--- src/rtl/mips_pkg.sv ---
// Shared definitions for the MIPS-style fetch/control slice: FSM states,
// opcode constants and instruction field positions.
package mips_pkg;

  typedef enum logic [1:0] {
    LOAD = 2'd0,
    RUN  = 2'd1,
    HALT = 2'd2
  } state_t;

  localparam logic [5:0] HALT_OPCODE = 6'h3F;

  localparam logic [5:0] OP_RTYPE  = 6'd0;
  localparam logic [5:0] OP_LW     = 6'd1;
  localparam logic [5:0] OP_SW     = 6'd2;
  localparam logic [5:0] OP_BRANCH = 6'd3;

  localparam int OPCODE_MSB = 31;
  localparam int OPCODE_LSB = 26;
  localparam int RS_MSB     = 25;
  localparam int RS_LSB     = 21;
  localparam int RT_MSB     = 20;
  localparam int RT_LSB     = 16;
  localparam int RD_MSB     = 15;
  localparam int RD_LSB     = 11;
  localparam int FUNCT_MSB  = 5;
  localparam int FUNCT_LSB  = 0;
  localparam int IMM_MSB    = 15;
  localparam int IMM_LSB    = 0;

endpackage

--- src/rtl/instr_fetch_unit_if.sv ---
// Program-load, branch-control and decoded-instruction signals of the fetch unit.
// master = environment / control side, slave = the fetch unit itself.
interface instr_fetch_unit_if #(
  parameter int IMEM_DEPTH = 64
);
  localparam int AW = $clog2(IMEM_DEPTH);

  logic          prog_we;
  logic [AW-1:0] prog_addr;
  logic [31:0]   prog_data;
  logic          run;
  logic          Branch;
  logic          Zero;

  logic [31:0]   pc;
  logic [31:0]   pc_plus4;
  logic [31:0]   instr;
  logic          instr_valid;
  logic [5:0]    Opcode;
  logic [4:0]    rs;
  logic [4:0]    rt;
  logic [4:0]    rd;
  logic [5:0]    funct;
  logic [31:0]   imm_sext;
  logic          halted;
  logic [31:0]   instr_count;

  modport master (
    output prog_we, prog_addr, prog_data, run, Branch, Zero,
    input  pc, pc_plus4, instr, instr_valid, Opcode, rs, rt, rd, funct,
           imm_sext, halted, instr_count
  );

  modport slave (
    input  prog_we, prog_addr, prog_data, run, Branch, Zero,
    output pc, pc_plus4, instr, instr_valid, Opcode, rs, rt, rd, funct,
           imm_sext, halted, instr_count
  );

endinterface

--- src/rtl/imem_rf.sv ---
// Instruction memory: DEPTH x 32 words, synchronous write, asynchronous read.
module imem_rf #(
  parameter int DEPTH = 64,
  parameter int AW    = $clog2(DEPTH)
) (
  input  logic          clk,
  input  logic          we,
  input  logic [AW-1:0] waddr,
  input  logic [31:0]   wdata,
  input  logic [AW-1:0] raddr,
  output logic [31:0]   rdata
);

  logic [31:0] mem [DEPTH];

  // NOTE: the array has no reset so it maps onto RAM and a loaded program survives rst_n.
  always_ff @(posedge clk) begin
    if (we) mem[waddr] <= wdata;
  end

  assign rdata = mem[raddr];

endmodule

--- src/rtl/instr_fetch_unit.sv ---
// PC register, instruction memory, field split and LOAD/RUN/HALT sequencing
// feeding the single-cycle control unit.
module instr_fetch_unit #(
  parameter int          IMEM_DEPTH  = 64,
  parameter logic [31:0] RESET_PC    = 32'h0000_0000,
  parameter logic [5:0]  HALT_OPCODE = mips_pkg::HALT_OPCODE
) (
  input logic              clk,
  input logic              rst_n,
  instr_fetch_unit_if.slave bus
);

  localparam int AW = $clog2(IMEM_DEPTH);

  mips_pkg::state_t state;
  logic        instr_valid;
  logic        halted;
  logic [31:0] pc;
  logic [31:0] instr_count;

  logic [31:0] rd_data;
  logic [31:0] instr;
  logic [31:0] imm_sext;
  logic [31:0] pc_plus4;
  logic [31:0] next_pc;
  logic        take_branch;
  logic        is_halt_op;
  logic        out_of_range;
  logic        mem_we;

  assign mem_we = bus.prog_we && (state == mips_pkg::LOAD);

  imem_rf #(
    .DEPTH (IMEM_DEPTH),
    .AW    (AW)
  ) u_imem (
    .clk   (clk),
    .we    (mem_we),
    .waddr (bus.prog_addr),
    .wdata (bus.prog_data),
    .raddr (pc[AW+1:2]),
    .rdata (rd_data)
  );

  // Outside RUN the decoder sees an all-zero word so nothing downstream fires.
  assign instr    = instr_valid ? rd_data : 32'h0;
  assign imm_sext = {{16{instr[mips_pkg::IMM_MSB]}}, instr[mips_pkg::IMM_MSB:mips_pkg::IMM_LSB]};

  assign pc_plus4     = pc + 32'd4;
  assign take_branch  = bus.Branch && bus.Zero;
  assign next_pc      = take_branch ? pc_plus4 + {imm_sext[29:0], 2'b00} : pc_plus4;
  assign is_halt_op   = instr[mips_pkg::OPCODE_MSB:mips_pkg::OPCODE_LSB] == HALT_OPCODE;
  assign out_of_range = next_pc[31:2] >= 30'(IMEM_DEPTH);

  always_ff @(posedge clk or negedge rst_n) begin
    if (!rst_n) begin
      state       <= mips_pkg::LOAD;
      pc          <= RESET_PC;
      instr_count <= 32'h0;
      instr_valid <= 1'b0;
      halted      <= 1'b0;
    end else begin
      case (state)
        mips_pkg::LOAD: begin
          if (bus.run) begin
            state       <= mips_pkg::RUN;
            instr_valid <= 1'b1;
          end
        end
        mips_pkg::RUN: begin
          if (is_halt_op) begin
            // The halt word itself is neither retired nor stepped past.
            state       <= mips_pkg::HALT;
            instr_valid <= 1'b0;
            halted      <= 1'b1;
          end else begin
            if (instr_count != 32'hFFFF_FFFF) instr_count <= instr_count + 32'd1;
            if (out_of_range) begin
              state       <= mips_pkg::HALT;
              instr_valid <= 1'b0;
              halted      <= 1'b1;
            end else begin
              pc <= next_pc;
            end
          end
        end
        mips_pkg::HALT: begin
        end
        default: begin
          state       <= mips_pkg::LOAD;
          instr_valid <= 1'b0;
          halted      <= 1'b0;
        end
      endcase
    end
  end

  assign bus.pc          = pc;
  assign bus.pc_plus4    = pc_plus4;
  assign bus.instr       = instr;
  assign bus.instr_valid = instr_valid;
  assign bus.Opcode      = instr[mips_pkg::OPCODE_MSB:mips_pkg::OPCODE_LSB];
  assign bus.rs          = instr[mips_pkg::RS_MSB:mips_pkg::RS_LSB];
  assign bus.rt          = instr[mips_pkg::RT_MSB:mips_pkg::RT_LSB];
  assign bus.rd          = instr[mips_pkg::RD_MSB:mips_pkg::RD_LSB];
  assign bus.funct       = instr[mips_pkg::FUNCT_MSB:mips_pkg::FUNCT_LSB];
  assign bus.imm_sext    = imm_sext;
  assign bus.halted      = halted;
  assign bus.instr_count = instr_count;

endmodule

--- src/flat_wrapper.sv ---
// flat-port wrapper written by rule: the top's interface ports become plain ports
module instr_fetch_unit_flat 
#(
  parameter int          IMEM_DEPTH  = 64,
  parameter logic [31:0] RESET_PC    = 32'h0000_0000,
  parameter logic [5:0]  HALT_OPCODE = mips_pkg::HALT_OPCODE
)
  (clk, rst_n, bus_prog_we, bus_prog_addr, bus_prog_data, bus_run, bus_Branch, bus_Zero, bus_pc, bus_pc_plus4, bus_instr, bus_instr_valid, bus_Opcode, bus_rs, bus_rt, bus_rd, bus_funct, bus_imm_sext, bus_halted, bus_instr_count);
  instr_fetch_unit_if #(.IMEM_DEPTH(IMEM_DEPTH)) bus_i ();
  input logic clk;
  input logic rst_n;
  input wire logic [$bits(bus_i.prog_we)-1:0] bus_prog_we;
  input wire logic [$bits(bus_i.prog_addr)-1:0] bus_prog_addr;
  input wire logic [$bits(bus_i.prog_data)-1:0] bus_prog_data;
  input wire logic [$bits(bus_i.run)-1:0] bus_run;
  input wire logic [$bits(bus_i.Branch)-1:0] bus_Branch;
  input wire logic [$bits(bus_i.Zero)-1:0] bus_Zero;
  output wire logic [$bits(bus_i.pc)-1:0] bus_pc;
  output wire logic [$bits(bus_i.pc_plus4)-1:0] bus_pc_plus4;
  output wire logic [$bits(bus_i.instr)-1:0] bus_instr;
  output wire logic [$bits(bus_i.instr_valid)-1:0] bus_instr_valid;
  output wire logic [$bits(bus_i.Opcode)-1:0] bus_Opcode;
  output wire logic [$bits(bus_i.rs)-1:0] bus_rs;
  output wire logic [$bits(bus_i.rt)-1:0] bus_rt;
  output wire logic [$bits(bus_i.rd)-1:0] bus_rd;
  output wire logic [$bits(bus_i.funct)-1:0] bus_funct;
  output wire logic [$bits(bus_i.imm_sext)-1:0] bus_imm_sext;
  output wire logic [$bits(bus_i.halted)-1:0] bus_halted;
  output wire logic [$bits(bus_i.instr_count)-1:0] bus_instr_count;
  assign bus_i.prog_we = bus_prog_we;
  assign bus_i.prog_addr = bus_prog_addr;
  assign bus_i.prog_data = bus_prog_data;
  assign bus_i.run = bus_run;
  assign bus_i.Branch = bus_Branch;
  assign bus_i.Zero = bus_Zero;
  assign bus_pc = bus_i.pc;
  assign bus_pc_plus4 = bus_i.pc_plus4;
  assign bus_instr = bus_i.instr;
  assign bus_instr_valid = bus_i.instr_valid;
  assign bus_Opcode = bus_i.Opcode;
  assign bus_rs = bus_i.rs;
  assign bus_rt = bus_i.rt;
  assign bus_rd = bus_i.rd;
  assign bus_funct = bus_i.funct;
  assign bus_imm_sext = bus_i.imm_sext;
  assign bus_halted = bus_i.halted;
  assign bus_instr_count = bus_i.instr_count;
  instr_fetch_unit #(.IMEM_DEPTH(IMEM_DEPTH), .RESET_PC(RESET_PC), .HALT_OPCODE(HALT_OPCODE)) u_core (.clk(clk), .rst_n(rst_n), .bus(bus_i));
endmodule
--- config.mk ---
export PLATFORM = sky130hd
export DESIGN_NAME = instr_fetch_unit_flat
export DESIGN_NICKNAME = d
export VERILOG_FILES = /design/src/rtl/mips_pkg.sv /design/src/rtl/instr_fetch_unit_if.sv /design/src/rtl/imem_rf.sv /design/src/rtl/instr_fetch_unit.sv /design/src/flat_wrapper.sv
export SDC_FILE = /design/constraint.sdc
export NUM_CORES = 2
export LEC_CHECK = 0
export BUFFER_PORTS_ARGS = -buffer_cell sky130_fd_sc_hd__buf_2
export CAP_MARGIN = 20
export CORE_MARGIN = 3
export CORE_UTILIZATION = 45
export CTS_BUF_LIST = sky130_fd_sc_hd__clkbuf_16
export DETAILED_ROUTE_END_ITERATION = 10
export SYNTH_ARGS = -nofsm -noshare
export SYNTH_HDL_FRONTEND = slang
export SYNTH_SLANG_ARGS = --single-unit
--- constraint.sdc ---
create_clock -name clk -period 16.8 [get_ports clk]
set_clock_uncertainty 0.15 [all_clocks]
set_input_delay 3.36 -clock clk [delete_from_list [all_inputs] [get_ports clk]]
set_output_delay 3.36 -clock clk [all_outputs]
set_load 0.05 [all_outputs]
==> impl_metrics.ini <==
[status]
status = finished clean

[setup_path]
crit_fanout = 103
crit_arrival_ns = 6.26
cpMaxStageDelayCell = dfrtp_4
cp_slowest_stage_delay_ns = 0.87
cp_data_required_time_ns = 13.29
reg2regPathDepth = 19
reg2reg_from = u_core.bus.pc[2]$_DFFE_PN0P_
crit_family = buffers and inverters
r2r-end = u_core.bus.pc[7]$_DFFE_PN0P_
end_kind = primary output
path_buf_inv = 4
path_cells = buf_12 -> buf_12 -> buf_12 -> mux4_2 -> mux4_2 -> mux4_2 -> and2_1 -> buf_2
r2r_setup_slack_ns = 7.80
start_kind = flip-flop
path_class = flip-flop to primary output

[timing]
hold_violations = 0
tightest_slew_ns = 1.18
relSlewSlack = 0.213
drv_slew = 0
rsz0062_at_grt = false
fin_hold_ws_ns = 0.342
period_needed_ns = 9.77
setup-tns-final_ns = 0
fmax_ghz = 0.102
post-route-period-util = 0.582
setup-violations-final = 0

[placed_design]
placed_area_um2 = 88500
gp_congestion = 0.875
dpl.hpwl_um = 130000
numPortBuffers = 228

[logic_synthesis]
synth-seq-area-share = 0.750
synth_top_area_frac = 0.730
syn_area_um2 = 84200
synth-edff-count = 2048
synthTopCellsByArea = edfxtp_1 73%, mux4_2 15%, dfrtp_1 1.9%
ys.flop_type = edfxtp_1
yosys.area.top_type = edfxtp_1
ys_seq_elements = 2113
async_reset_ff_frac = 0.0308
ys_warn_count = 0
synth.top_cells.by_count = 2048 x edfxtp_1, 572 x mux4_2, 135 x mux2i_1
syn_area_per_cell_um2 = 21.4
postSynthCellCount = 3926
yosysMostFrequentCell = edfxtp_1
yosysUniqueCellTypes = 80

[floorplan]
fp.dieArea_um2 = 192000
initial_utilization = 0.454
die_w_um = 439
ios = 233
dieHeight_um = 439
rows = 158
coreArea_um2 = 186000

[route]
antenna_left = 0
initialDrtViolationCount = 5834
vias = 42974
drc = 0
viasPerCell = 6.26
finalWirelength_um = 240000
dr.pass1.iters = 6
wl_per_cell_um = 35.0

[clock_tree]
hold_buffers = 0
cts_setup_buffers = 0
post_cts_resize_count = 0
cts.path.max_buffers = 3
cts_buffers = 203
clk_latency_ns = 0.83
cts.sinks = 2113
h-tree-depth = 4
path_clk_slew_ns = 0.06
cts_root_buf = clkbuf_16
cts_tree = yes

[flow_run]
maxCapViolCount = 0

[global_route]
track_usage = 0.249
antenna_found_initial = 22
grt_pass1_wl_um = 334000
grt_max_degree = 157
overflow = 0
grt_pass1_vias = 41979

[power]
leakagePower_nw = 32.0
ir_drop_uv = 105
power.density_nw_per_um2 = 118

[layout]
post_route_cells_drive_above_1_share = 0.289
fin_area_um2 = 94800
layout.nets = 4286
area.growth.synth_to_final_pct = 12.6
n_fill_cell = 14510
utilization = 0.511

[hold_path]
min_to = u_core.bus.instr_count[25]$_DFFE_PN0P_
hold_start = u_core.bus.instr_count[25]$_DFFE_PN0P_
worstHoldPathType = flip-flop to flip-flop
min_path_cells = 1
[layer usage]
layer / wire, um / global-route usage / up-vias
li1: - / - / 17034
met1: 97500 / 0.360 / 23341
met2: 114000 / 0.387 / 2197
met3: 21000 / 0.0484 / 402
met4: 7510 / 0.0786 / 0
met5: 0 / 0 / -
[cell families (layout without fill, tap and decap cells)]
group / count (synthesis) / count (layout) / synth area share
AOI/OAI and AO/OA: 221 / 221 / 0.0186
xor gates and xnor gates: 76 / 76 / 0.00790
adders and majority gates: 32 / 32 / 0.00484
buffers and inverters: 281 / 719 / 0.0166
DFF: 2113 / 2113 / 0.750
muxes: 722 / 722 / 0.173
other: 1 / 24 / 0.0000445
and+or+nand+nor: 480 / 480 / 0.0296
[layout by cell type, fill, tap and decap left out, types with 11 or more instances in the layout]
master and n:
nor3_1 29, edfxtp_1 2048, nand2_1 88, ha_1 31
or4_1 16, dfrtp_1 59, nand3_1 51, clkinv_2 37
nor2_4 64, and3_1 25, buf_2 228, a31oi_1 11
buf_4 91, inv_1 57, nand4_1 29, nor2_1 49
a22oi_1 48, a211oi_1 12, clkbuf_16 207, and2_1 36
xnor2_1 41, nor2b_1 45, xor2_1 35, clkinv_1 62
buf_12 15, o21ai_0 29, a21oi_1 36, mux2i_1 135
mux4_2 572, diode_2 20
[cell type report]
class                      count  area [um^2]  area share
antenna                       20         50.0    0.000528
clock buffer                 207         5180      0.0546
clock inverter               155          928     0.00979
inverter                      22         90.1    0.000950
multi-input combinational   1535        20200       0.213
sequential                  2113        63100       0.666
tap                         2480         3100      0.0327
timing repair buffer         335         2140      0.0226
[state kept, by name, indices dropped and copies added, names as in the netlist]
| name | count |
|---|---|
| u_core.bus.pc | 30 |
| u_core.u_imem.mem | 2048 |
| u_core.bus.halted | 1 |
| u_core.bus.instr_count | 32 |
| u_core.state | 2 |
[where the power goes]
group          internal, W  switching (W)
Clock              0.00235        0.00192
Combinational     0.000380       0.000737
Sequential         0.00581      0.0000295
Total              0.00854        0.00269
[worst max-delay path by stage]
| stage | startpoint | end | slack, ns | cells past startpoint |
|---|---|---|---|---|
| finish | u_core.bus.pc[2]$_DFFE_PN0P_ | bus_funct[5] | 7.03 | 8 |
| CTS | u_core.bus.pc[2]$_DFFE_PN0P_ | bus_funct[5] | 6.74 | 8 |
| global placement | u_core.bus.pc[2]$_DFFE_PN0P_ | bus_funct[5] | 7.68 | 8 |
| floorplan | u_core.bus.pc[2]$_DFFE_PN0P_ | bus_imm_sext[16] | 8.76 | 9 |
| detailed placement | u_core.bus.pc[2]$_DFFE_PN0P_ | u_core.bus.pc[7]$_DFFE_PN0P_ | 7.60 | 18 |
| global route | u_core.bus.pc[2]$_DFFE_PN0P_ | bus_imm_sext[5] | 6.52 | 8 |
[per-stage QoR]
step                      setup WS [ns]  cells  power, W
after global routing               6.52   6862    0.0116
after CTS                          6.74   6838    0.0113
after floorplan                    8.76   3929   0.00673
after detailed placement           7.60   6476   0.00708
after global placement             7.68   6475   0.00707
final                              7.03   6867    0.0112
No activity file was read; power rests on OpenSTA's default activity.
